===== config.mk =====
export PLATFORM = sky130hd
export DESIGN_NAME = seq_cascade_compare
export DESIGN_NICKNAME = d
export VERILOG_FILES = /design/src/rtl/seq_cascade_compare.sv
export SDC_FILE = /design/constraint.sdc
export NUM_CORES = 1
export LEC_CHECK = 0
export CORE_MARGIN = 2
export CORE_UTILIZATION = 36
export CTS_CLUSTER_DIAMETER = 100
export DETAILED_ROUTE_END_ITERATION = 8
export PLACE_DENSITY_LB_ADDON = 0.2
export SYNTH_ARGS = -nofsm -noshare
export SYNTH_HDL_FRONTEND = slang
export SYNTH_SLANG_ARGS = --single-unit

===== constraint.sdc =====
create_clock -name clk -period 1.1 [get_ports clk]
set_input_delay 0.22 -clock clk [delete_from_list [all_inputs] [get_ports clk]]
set_output_delay 0.22 -clock clk [all_outputs]
set_load 0.02 [all_outputs]

===== src/rtl/seq_cascade_compare.sv =====
// seq_cascade_compare
//
// Byte-serial unsigned magnitude comparator for NBYTES-byte operands.
// Byte pairs arrive least-significant first. The three result flags are fed
// back as the cascade inputs for the next, more significant byte. Because of
// this, the flags after the last byte give the full-width comparison.
//
// Ports:
//   clk        rising-edge clock
//   rst_n      asynchronous active-low reset
//   start      begin a comparison (sampled only in IDLE)
//   busy       high while in LOAD or DONE
//   in_valid   A_BYTE/B_BYTE pair is valid
//   in_ready   block accepts a byte pair (high only in LOAD)
//   A_BYTE     operand A byte, LSB byte first
//   B_BYTE     operand B byte, LSB byte first
//   out_valid  result valid (high only in DONE)
//   out_ready  consumer takes the result
//   ALBO       A < B
//   AEBO       A == B
//   AGBO       A > B
module seq_cascade_compare #(
  parameter int NBYTES = 4
) (
  input  logic       clk,
  input  logic       rst_n,
  input  logic       start,
  output logic       busy,
  input  logic       in_valid,
  output logic       in_ready,
  input  logic [7:0] A_BYTE,
  input  logic [7:0] B_BYTE,
  output logic       out_valid,
  input  logic       out_ready,
  output logic       ALBO,
  output logic       AEBO,
  output logic       AGBO
);

  // The counter only has to reach NBYTES. It is cleared on every start, so it never wraps.
  localparam int CW = $clog2(NBYTES + 1);
  localparam logic [CW-1:0] LAST = CW'(NBYTES - 1);

  typedef enum logic [1:0] {
    IDLE,
    LOAD,
    DONE
  } state_t;

  state_t         state;
  state_t         state_next;
  logic [CW-1:0]  count;
  logic [CW-1:0]  count_next;
  // Flags are packed as {ALBO, AEBO, AGBO}. All-zero means no result since reset.
  logic [2:0]     flags;
  logic [2:0]     flags_next;
  logic           accept;

  assign accept = (state == LOAD) && in_valid;

  // Next-state logic, and the cascade update of the flags.
  // If the bytes are equal, the flags keep their previous value. This lets a
  // lower-order decision pass through equal upper bytes. A different upper
  // byte overrides that decision.
  always_comb begin
    state_next = state;
    count_next = count;
    flags_next = flags;
    case (state)
      IDLE: begin
        if (start) begin
          flags_next = 3'b010;
          count_next = '0;
          state_next = LOAD;
        end
      end
      LOAD: begin
        if (accept) begin
          if (A_BYTE > B_BYTE) begin
            flags_next = 3'b001;
          end else if (A_BYTE < B_BYTE) begin
            flags_next = 3'b100;
          end
          count_next = count + CW'(1);
          if (count == LAST) begin
            state_next = DONE;
          end
        end
      end
      DONE: begin
        if (out_ready) begin
          state_next = IDLE;
        end
      end
      default: state_next = IDLE;
    endcase
  end

  // State, counter and flag registers. Reset clears everything without waiting for a clock edge.
  always_ff @(posedge clk or negedge rst_n) begin
    if (!rst_n) begin
      state <= IDLE;
      count <= '0;
      flags <= 3'b000;
    end else begin
      state <= state_next;
      count <= count_next;
      flags <= flags_next;
    end
  end

  // Handshake outputs are decoded from state only, so no input reaches an output combinationally.
  assign busy      = (state != IDLE);
  assign in_ready  = (state == LOAD);
  assign out_valid = (state == DONE);
  assign ALBO      = flags[2];
  assign AEBO      = flags[1];
  assign AGBO      = flags[0];

endmodule


# [After elaboration in Yosys (flattened, before gate mapping)]
# Index checks and enable logic that the tools add are counted.
[op_classes] n_addsub=1 order_cmp=2 eq_ne=8 mux=13 n_reduce_logical=7
[ops] operator="3-bit two-way mux" n=6
[ops] operator="3-bit one-hot mux with 2 select lines" n=2
[ops] operator="8-bit greater-than comparator" n=1
[ops] operator="8-bit less-than comparator" n=1
[ops] operator="2-bit two-way mux" n=4
[ops] operator="4-bit AND reduction" n=2
[ops] operator="2-bit by 1-bit != test with 1-bit output (second input constant)" n=3
[ops] operator="2-bit one-hot mux with 3 select lines" n=1
[ops] operator="2-bit nonzero test" n=2
[ops] operator="3-bit by 1-bit adder with 3-bit output (second input constant)" n=1
[ops] operator="3-bit by 2-bit equality test with 1-bit output (second input constant)" n=1
[ops] operator="3-bit by 1-bit != test with 1-bit output (second input constant)" n=1
[ops] operator="3-bit AND reduction" n=1
[ops] operator="2-bit by 1-bit equality test with 1-bit output (second input constant)" n=1
[ops] operator="2-bit equality test (second input constant)" n=1
[ops] operator="2-bit zero test" n=1
[ops] operator="2-bit != test (second input constant)" n=1
[ops] operator="1-bit logical AND" n=1
[word_totals] regBits=8 inputBits=21 output_inout_bits=6 wordCells=34

# [Logic depth before layout (Yosys ltp)]
[depth] ltp_word=5 ltp_mapped=7 ltp_nobuf=7

# [Least setup slack after synthesis]
# Ideal clock, no wire load.
[synth_path] kind="input to register" start="input B_BYTE[6]" end="register flags[0]" setup_ns=0.123 arrival_ns=1.163 t_required_ns=0.977 setup_slack_ns=-0.186 cell_stages=7 n_path_buf=0 cell_sequence="inv_1 > ha_1 > a21o_2 > a21oi_1 > a31oi_1 > o21ai_1 > o21ai_1"
[synth_between] elab_chain_len=4 word_cells_on_any_way=7 classes_between="2 x order compare; 1 x eq/ne; 3 x mux; 1 x reduce/logical"
[synth_rtl] element="start: declaration" line="32" text="input logic [7:0] B_BYTE,"
[synth_rtl] element="8-bit greater-than comparator" line="79" text="if (A_BYTE > B_BYTE) begin"
[synth_rtl] element="3-bit two-way mux" line="79"
[synth_rtl] element="3-bit two-way mux" line="78" text="if (accept) begin"
[synth_rtl] element="3-bit one-hot mux with 2 select lines" line="69" text="case (state)"
[synth_rtl] element="end signal: assignment" line="108" text="flags <= flags_next;"
[synth_rtl] element="end: declaration" line="55" text="logic [2:0] flags;"
# Several ways; a longest one is shown, not always the timed one. The select of a mux whose other input is x is not followed.
# A chain may end at the register's enable or synchronous reset.

# [Final worst setup path]
[layout_path] start="register state[1]" end="output busy"
[layout_between] elab_chain_len=1
[layout_rtl] element="start: declaration" line="50" text="state_t state;"
[layout_rtl] element="start signal: assignment" line="106" text="state <= state_next;"
[layout_rtl] element="2-bit nonzero test" line="113" text="assign busy = (state != IDLE);"
[layout_rtl] element="end: declaration" line="28" text="output logic busy,"
# No other way between the ends.

==> flow_metrics.tcl <==
set metrics [dict create \
    fin_skew_ns 0.01112 \
    cts_hold_buf 0 \
    crit_family "flip-flops" \
    r2r_cells 4 \
    worst_path_max_delay_cell "dfrtp_1" \
    grt_max_degree 9 \
    drtAntennaViolNets 0 \
    met2_usage_pct 40.29 \
    crit_path_end_kind "output port" \
    antenna_found_initial 0 \
    yosys_warnings 0 \
    rsz0062_at_grt "true" \
    diodes 0 \
    io_buffers 26 \
    powerDensity_nw_per_um2 1713 \
    dp_hpwl_um 1330 \
    slew_violations 0 \
    drc 0 \
    crit_chain "or2_4, buf_6" \
    gp_congestion 0.7757 \
    nNetsFinal 144 \
    drt-total-wl_um 1826 \
    wl_per_cell_um 14.38 \
    fin_crit_sh_pct 120.8 \
    ff2ff_setup_slack_ns -0.18 \
    synthCells 66 \
    cts_root_buffer "clkbuf_4" \
    grt_pass1_vias 730 \
    drt-pass1-iter-count 2 \
    crit_buf_inv 1 \
    hold_path_class "in -> async" \
    vias 662 \
    syn_nets 97 \
    htreeDepth 1 \
    start_util_pct 39.49 \
    clock_sinks 8 \
    dp_slack_ns -0.8923 \
    worstPathMaxFanout 4 \
    timing.fmax_mhz 752.4 \
    crit_arrival_ns 1.11 \
    ios 27 \
    hold_viol 0 \
    p_leak_uw 0.0005776 \
    clk_latency_ns 0.27 \
    clk_pin_slew_ns 0.06 \
    drtIter0Drc 5 \
    ir_drop_mv 1.205 \
    areaGrowthSynthToFinish_pct 99.19 \
    r2r-start "state[0]" \
    grt-ovfl-total 0 \
    synth-seq-cells 8 \
    use_met1_pct 21.05 \
    crit_required_ns 0.88 \
    die_h_um 45.35 \
    postSynthAreaPerCell_um2 9.327 \
    slowest_delay_ns 0.43 \
    cts.path.max_buffers 2 \
    track_usage_pct 21.51 \
    crit_type "reg -> out" \
    fin_crit_ns 1.329 \
    met3_usage_pct 7.200 \
    fp.coreArea_um2 1559 \
    fp.dieW_um 45.35 \
    cts_tree "done" \
    timing.hold.ws_ns 0.2373 \
    worstReg2RegEnd "count[1]" \
    violations "setup timing" \
    drv_cap 0 \
    numCtsBuffers 3 \
    drive_above_1_share_pct 65.77 \
    rows 14 \
    viasPerCell 5.213 \
    busiest_layer "met2" \
    status "finished with violations" \
    fin_ws_ns -0.2290 \
    worstMarginPinSlew_ns 0.3849 \
    synth_area_um2 615.6 \
    yosysUniqueCellTypes 24 \
    worstSetupStartpoint "state[1]" \
    seq_area_frac_synth_pct 32.52 \
    crit_path_start_kind "flop" \
    grt_first_pass_wirelength_um 2994 \
    max_slew_margin_pct 74.26 \
    dieArea_um2 2057 \
    setup-violations-final 9 \
]
## synth_stat cells
cell type / count / area (um^2)
or2_2: 1 / 6.260
and2_1: 1 / 6.260
inv_1: 11 / 41.29
nor2b_1: 1 / 6.260
nor2b_4: 1 / 13.76
a21oi_1: 4 / 20.02
a41o_1: 1 / 10.01
a31oi_1: 1 / 6.260
o21ai_0: 1 / 5.000
and2b_1: 1 / 7.510
o21ai_1: 4 / 20.02
a22o_1: 2 / 17.52
o22ai_1: 1 / 6.260
and4_1: 1 / 8.760
nand2b_4: 1 / 13.76
and4_4: 1 / 11.26
a21boi_2: 1 / 11.26
o211ai_1: 1 / 7.510
nand2_1: 9 / 33.78
dfrtp_1: 8 / 200.2
nand3_2: 1 / 10.01
ha_1: 10 / 125.1
a32o_1: 1 / 10.01
a21o_2: 2 / 17.52
## power breakdown
group	internal [uW]	switching, uW	total [uW]
sequential	421	83.2	504
clock	125	108	233
combinational	753	610	1360
## logic make-up (layout without fill, tap and decap cells)
logic type	count (synthesis)	after routing	synth area share [%]
compound gates	19	19	21.34
simple gates	18	18	19.11
buf+inv	11	56	6.707
fa+ha+maj	10	10	20.33
flops	8	8	32.52
## cell usage in the layout (no fill, tap or decap), types with 2 or more instances in the layout
cell and instances:
dlygate4sd2_1 6, clkdlybuf4s15_2 2, inv_4 3, and4_4 2
o21ai_2 2, ha_4 8, o21ai_1 3, clkbuf_4 4
nor2b_4 2, buf_2 4, a22o_1 2, inv_2 2
dfrtp_1 8, clkbuf_2 3, inv_1 4, ha_2 2
buf_6 7, a21oi_2 3, nand2_1 6, buf_4 14
clkdlybuf4s50_1 4, nand2_2 3
## metal layers
| metal | vias to the layer above | wire length [um] |
|---|---|---|
| met3 | 5 | 69 |
| li1 | 325 | - |
| met1 | 314 | 689 |
| met5 | - | 0 |
| met2 | 18 | 1026 |
| met4 | 0 | 41 |
## area by class of cell
type / instances / area (um^2)
multi-input cells: 47 / 565.5
fillers: 108 / 332.8
inverters: 11 / 66.31
flip-flops and latches: 8 / 200.2
clock buffers: 3 / 22.52
repair buffers: 42 / 351.6
well taps: 16 / 20.02
## stage by stage
stage                     power [uW]  cells  area (um^2)  TNS, ns  util [%]
after global placement          1611    121         1116   -4.201     71.59
after CTS                       2008    126         1197   -1.298     76.81
after floorplan                 1054     66        738.2  -0.2357         -
final                           2100    127         1226   -1.335     78.65
after detailed placement        1660    121         1116   -4.558     71.59
after global routing            2247    127         1226   -1.832     78.65
## flip-flops by register name (all words and copies together), names as in the netlist
| register | flops |
|---|---|
| flags | 3 |
| count | 3 |
| state | 2 |
## worst max path at each step
stage	endpoint	slack [ns]	cells past startpoint
finish	busy	-0.23	2
global route	busy	-0.26	2
CTS	busy	-0.22	2
detailed placement	flags[1]	-0.89	8
global placement	flags[1]	-0.78	8
floorplan	flags[0]	-0.09	7
## what timing repair did
item                       CTS  global route
gates resized for setup     78            21
buffers inserted             2             1
hold endpoints to repair     0             0
setup endpoints to repair   14            11
pin swaps                   17            11
Note: power is estimated with default switching activity, not from simulation.
